==> config.mk <==
export PLATFORM = sky130hd
export DESIGN_NAME = btn_event_decoder
export DESIGN_NICKNAME = d
export VERILOG_FILES = /design/src/rtl/btn_event_decoder_pkg.sv /design/src/rtl/btn_event_decoder.sv
export SDC_FILE = /design/constraint.sdc
export NUM_CORES = 1
export LEC_CHECK = 0
export ABC_AREA = 1
export ABC_CLOCK_PERIOD_IN_PS = 1500
export CORE_ASPECT_RATIO = 1.5
export CORE_MARGIN = 3
export CORE_UTILIZATION = 53
export DETAILED_ROUTE_END_ITERATION = 10
export GPL_ROUTABILITY_DRIVEN = 0
export MAX_ROUTING_LAYER = met4
export PLACE_DENSITY_LB_ADDON = 0.12
export REMOVE_ABC_BUFFERS = 1
export SYNTH_ARGS = -nofsm -noshare
export SYNTH_HDL_FRONTEND = slang
export SYNTH_SLANG_ARGS = --single-unit
==> constraint.sdc <==
create_clock -name clk -period 1.5 [get_ports clk]
set_input_delay 0.15 -clock clk [delete_from_list [all_inputs] [get_ports clk]]
set_output_delay 0.15 -clock clk [all_outputs]
set_load 0.02 [all_outputs]
==> src/rtl/btn_event_decoder_pkg.sv <==
// Shared state encodings and board-clock defaults for the button event decoder.
package btn_event_decoder_pkg;

  typedef enum logic [1:0] {
    ST_IDLE    = 2'd0,
    ST_PRESSED = 2'd1,
    ST_LONG    = 2'd2
  } btnState_t;

  localparam int DEFAULT_CNT_W         = 16;
  localparam int DEFAULT_HOLD_CYCLES   = 40000;
  localparam int DEFAULT_REPEAT_CYCLES = 10000;

endpackage

==> src/rtl/btn_event_decoder.sv <==
// Turns a debounced button level into one-cycle press, release, long-press
// and auto-repeat events, plus a registered "held" level.
module btn_event_decoder
  import btn_event_decoder_pkg::*;
#(
  parameter int CNT_W         = DEFAULT_CNT_W,
  parameter int HOLD_CYCLES   = DEFAULT_HOLD_CYCLES,
  parameter int REPEAT_CYCLES = DEFAULT_REPEAT_CYCLES
) (
  input  logic clk,
  input  logic rst,
  input  logic debounce_btn,
  output logic press_pulse,
  output logic release_pulse,
  output logic long_press,
  output logic repeat_pulse,
  output logic held
);

  localparam logic [CNT_W-1:0] HOLD_LAST   = CNT_W'(HOLD_CYCLES - 1);
  localparam logic [CNT_W-1:0] REPEAT_LAST = CNT_W'(REPEAT_CYCLES - 1);

  btnState_t         r_state;
  logic [CNT_W-1:0]  r_cnt;
  logic              r_press;
  logic              r_release;
  logic              r_long;
  logic              r_repeat;
  logic              r_held;

  btnState_t         w_nextState;
  logic [CNT_W-1:0]  w_nextCnt;
  logic              w_press;
  logic              w_release;
  logic              w_long;
  logic              w_repeat;

  // Next-state, counter and event decode; release always wins over a threshold hit.
  always_comb begin
    w_nextState = r_state;
    w_nextCnt   = r_cnt;
    w_press     = 1'b0;
    w_release   = 1'b0;
    w_long      = 1'b0;
    w_repeat    = 1'b0;
    case (r_state)
      ST_IDLE: begin
        if (debounce_btn) begin
          w_nextState = ST_PRESSED;
          w_nextCnt   = '0;
          w_press     = 1'b1;
        end
      end
      ST_PRESSED: begin
        if (!debounce_btn) begin
          w_nextState = ST_IDLE;
          w_nextCnt   = '0;
          w_release   = 1'b1;
        end else if (r_cnt == HOLD_LAST) begin
          w_nextState = ST_LONG;
          w_nextCnt   = '0;
          w_long      = 1'b1;
          w_repeat    = 1'b1;
        end else begin
          w_nextCnt = r_cnt + CNT_W'(1);
        end
      end
      ST_LONG: begin
        if (!debounce_btn) begin
          w_nextState = ST_IDLE;
          w_nextCnt   = '0;
          w_release   = 1'b1;
        end else if (r_cnt == REPEAT_LAST) begin
          w_nextCnt = '0;
          w_repeat  = 1'b1;
        end else begin
          w_nextCnt = r_cnt + CNT_W'(1);
        end
      end
      default: begin
        w_nextState = ST_IDLE;
        w_nextCnt   = '0;
      end
    endcase
  end

  // State, counter and registered outputs; reset silently returns to idle.
  always_ff @(posedge clk) begin
    if (rst) begin
      r_state   <= ST_IDLE;
      r_cnt     <= '0;
      r_press   <= 1'b0;
      r_release <= 1'b0;
      r_long    <= 1'b0;
      r_repeat  <= 1'b0;
      r_held    <= 1'b0;
    end else begin
      r_state   <= w_nextState;
      r_cnt     <= w_nextCnt;
      r_press   <= w_press;
      r_release <= w_release;
      r_long    <= w_long;
      r_repeat  <= w_repeat;
      r_held    <= (w_nextState != ST_IDLE);
    end
  end

  assign press_pulse   = r_press;
  assign release_pulse = r_release;
  assign long_press    = r_long;
  assign repeat_pulse  = r_repeat;
  assign held          = r_held;

endmodule

==> results of run 1 <==
[placed cells by master (no fill, tap or decap), types with 3 or more instances in the layout]
cell,Yosys,final
a21oi_1,17,17
buf_4,1,15
clkbuf_4,0,3
clkdlybuf4s50_1,0,7
dfxtp_1,23,11
dfxtp_2,0,11
ha_1,5,3
inv_1,18,17
nand2_1,51,50
nand2_2,6,6
nand3_1,19,18
nand3_2,8,9
nand4_1,6,6
nor2_1,22,19
nor2_2,5,8
nor3_1,3,3
o21ai_0,6,6
xnor2_1,3,3
xor2_1,5,5
[cell usage after synthesis (2+ instances only)]
| library cell | number |
|---|---|
| inv_1 | 18 |
| nand4_1 | 6 |
| nor2_2 | 5 |
| nand2_2 | 6 |
| a21oi_1 | 17 |
| o21ai_0 | 6 |
| clkinv_1 | 2 |
| nand3_1 | 19 |
| nand2_1 | 51 |
| buf_6 | 2 |
| nor3_1 | 3 |
| xnor2_1 | 3 |
| ha_1 | 5 |
| xor2_1 | 5 |
| nor2_1 | 22 |
| clkbuf_1 | 2 |
| dfxtp_1 | 23 |
| buf_2 | 2 |
| nand3_2 | 8 |
[report_power, final]
group | switching (W) | leakage (nW) | internal (W) | total (W)
Combinational | 0.0000886 | 0.411 | 0.0000571 | 0.000146
Sequential | 0.00000297 | 0.193 | 0.000617 | 0.000620
Clock | 0.000193 | 0.0177 | 0.0000998 | 0.000292
[repair_timing]
item,4_1_cts,5_1_grt
buffers inserted,0,1
endpoints found under the hold margin,0,0
endpoints found under the setup margin,5,19
resized for setup,5,19
pin swaps,1,4
[tightest hold or removal path, stage by stage, from the launching register on]
cell and delay [ns]:
dfxtp_2 0.37, nand2_1 0.06, a21oi_1 0.05
[per-layer routing]
| metal | vias up | part of all wire | GRT usage | wire length [µm] |
|---|---|---|---|---|
| met1 | 643 | 0.42 | 0.224 | 1380 |
| met2 | 27 | 0.52 | 0.372 | 1710 |
| met3 | 11 | 0.028 | 0.0341 | 93 |
| li1 | 719 | - | - | - |
| met4 | 0 | 0.027 | 0.101 | 87 |
| met5 | - | 0 | - | 0 |
[registers in the layout (all words and copies together) (netlist names)]
signal,count
held,1
long_press,1
press_pulse,1
r_cnt,16
r_state,2
release_pulse,1
repeat_pulse,1
[stage by stage]
step	setup slack (ns)	TNS (ns)	power (W)	util	cell area [µm²]
6_report	0.0866	0	0.00106	0.682	1730
3_5_place_dp	-0.0100	-0.0100	0.000768	0.640	1620
2_1_floorplan	-0.122	-0.411	0.000701	-	1400
4_1_cts	0.00135	0	0.00106	0.662	1680
3_3_place_gp	0.0555	0	0.000767	0.640	1620
5_1_grt	-0.0310	-0.0465	0.00110	0.682	1730
[cell families after synthesis]
kind of cell / Yosys count
simple gates: 123
fa+ha+maj: 5
xor+xnor: 8
flops: 23
compound gates: 25
buf+inv: 28
[layout make-up]
cell class / instances / area, µm²
well taps: 36 / 45.0
repair buffers: 22 / 183
flip-flops and latches: 23 / 478
fillers: 229 / 805
clock buffers: 3 / 22.5
clock inverters: 1 / 5.00
multi-input cells: 161 / 920
inverters: 20 / 75.1
[worst min path at each step]
stage / from / to / depth (start not counted)
after floorplan: rst / r_cnt[13]$_SDFFE_PP0P_ / 1
after global placement: r_cnt[14]$_SDFFE_PP0P_ / r_cnt[14]$_SDFFE_PP0P_ / 2
after detailed placement: r_cnt[14]$_SDFFE_PP0P_ / r_cnt[14]$_SDFFE_PP0P_ / 2
after CTS: debounce_btn / press_pulse$_SDFF_PP0_ / 3
after global routing: debounce_btn / press_pulse$_SDFF_PP0_ / 3
final: r_cnt[10]$_SDFFE_PP0P_ / r_cnt[10]$_SDFFE_PP0P_ / 2
==> metrics.txt, run 1 <==
status completed; Post-synth ARST share 0; CTS Buf Count 3; Starting DRT DRC Count 44; placed wire-length estimate ~2500 µm; H-tree levels 1; worst-path cell chain buf_4 > nand3_1 > nor2_2 > nand2_2 > o21ai_0 > nand2_1 > nand3_2 > a21oi_2; Core Area 0.00253 mm²; slowest stage cell, crit path dfxtp_4; die area between 0.003 and 0.004 mm²; CTS Sinks 23; wire length per cell roughly 12 µm; cell row count 22; slowest stage delay, CP approximately 0.39 ns; Post-Synth XOR/XNOR Area 0.0482; Final setup viols 0; clk buf depth 2; Setup crit end r_cnt[13]$_SDFFE_PP0P_; Root Driver clkbuf_4; Ant. Diodes 0; Hold Path Class reg2reg; antenna violations before repair 0; Clock Skews ~0.0027 ns; Initial Utilization 0.574; Final ANT Viol Nets 0; Buffers on Ports 7; Final nets roughly 240; multiplexer share of the synthesized area 0; worst r2r path cells 8; Placed Cells 261; Clk pin slew, worst setup/hold paths around 0.13 ns; post-synthesis cell area around 0.0015 mm²; worst setup path category reg2reg; DR pass1 iterations 4; worst vdd ir roughly 0.00046 V; cell count along the critical path 8; sequential cell area fraction in the yosys report 0.317; DR DRC count 0; Synth Area in Compound Gates 0.0904; synth top area cells dfxtp_1 (32%), nand2_1 (13%), nand3_1 (6.5%); crit path time final about 1.4 ns; CTS Hold Buffers Added 0; Worst R2R Start r_cnt[1]$_SDFFE_PP0P_; Clk Latency, worst-skew pair roughly 0.32 ns; Die Y 70.1 µm; Critical R2R Capture r_cnt[13]$_SDFFE_PP0P_; P&R area growth vs syn 18.8%; Die Width ~50 µm; grt total ovfl 0; Critical Path Source r_cnt[1]$_SDFFE_PP0P_; Seq cells post-synth 23; Synth top area share 0.317; crit-path leading delay family simple AND/OR/NAND/NOR gates; Static Leak about 0.62 nW; worst slew pin tran ~0.21 ns; fin crit share 0.942; drt total wl between 3000 and 4000 µm; R2R Setup Slk about 0.087 ns; pin count of the biggest net entering global routing 16; fraction of the mapped netlist area in simple logic gates 0.414; CP Capture Type flop; Final Hold Fails 0; Data arrival, critical path roughly 1.6 ns; Buf+Inv Stages, Crit Path 1; CP Launch Type flop; Yosys cell types 26; top_reg_cell synth dfxtp_1; GRT Total Usage 0.210; I/O pin count 8; top cell type by total area after synthesis dfxtp_1; post-synthesis adder-cell area fraction 0.0430; worst slew margin relative to its limit 0.857; share of layout cells above drive strength 1 0.270; Mapped Cells approximately 210; Synthesis Warnings 0; Max-Cap Viols 0; Post-synth EDFFs 0; Avg Synthesized Cell Area 6.86 µm²; hold slack 0.507 ns; main combinational cell family by area after synthesis simple AND/OR/NAND/NOR gates; data required time at the worst endpoint ~1.7 ns; first-pass GRT wire length about 5700 µm; fmax about 710 MHz; non-filler cells, final 266; pwr/cell area between 600 and 700 mW/mm²; routed vias/inst 5.26; vias in the first global route around 1400; DR vias 1400; CP Max Fanout 3; Slew Viols, Final 0; CTS tree done
No activity file was read; power rests on OpenSTA's default activity.
==> inputs of run 2 (changes only) <==
- HOLD_SLACK_MARGIN: not set -> 0.02
==> results of run 2 <==
The final DEF is identical to that of run 1; final timing and power are the same.
==> inputs of run 3 (changes only) <==
- CAP_MARGIN: not set -> 30
- CTS_CLUSTER_DIAMETER: not set -> 80
==> results of run 3 <==
The final DEF is identical to that of run 1; final timing and power are the same.
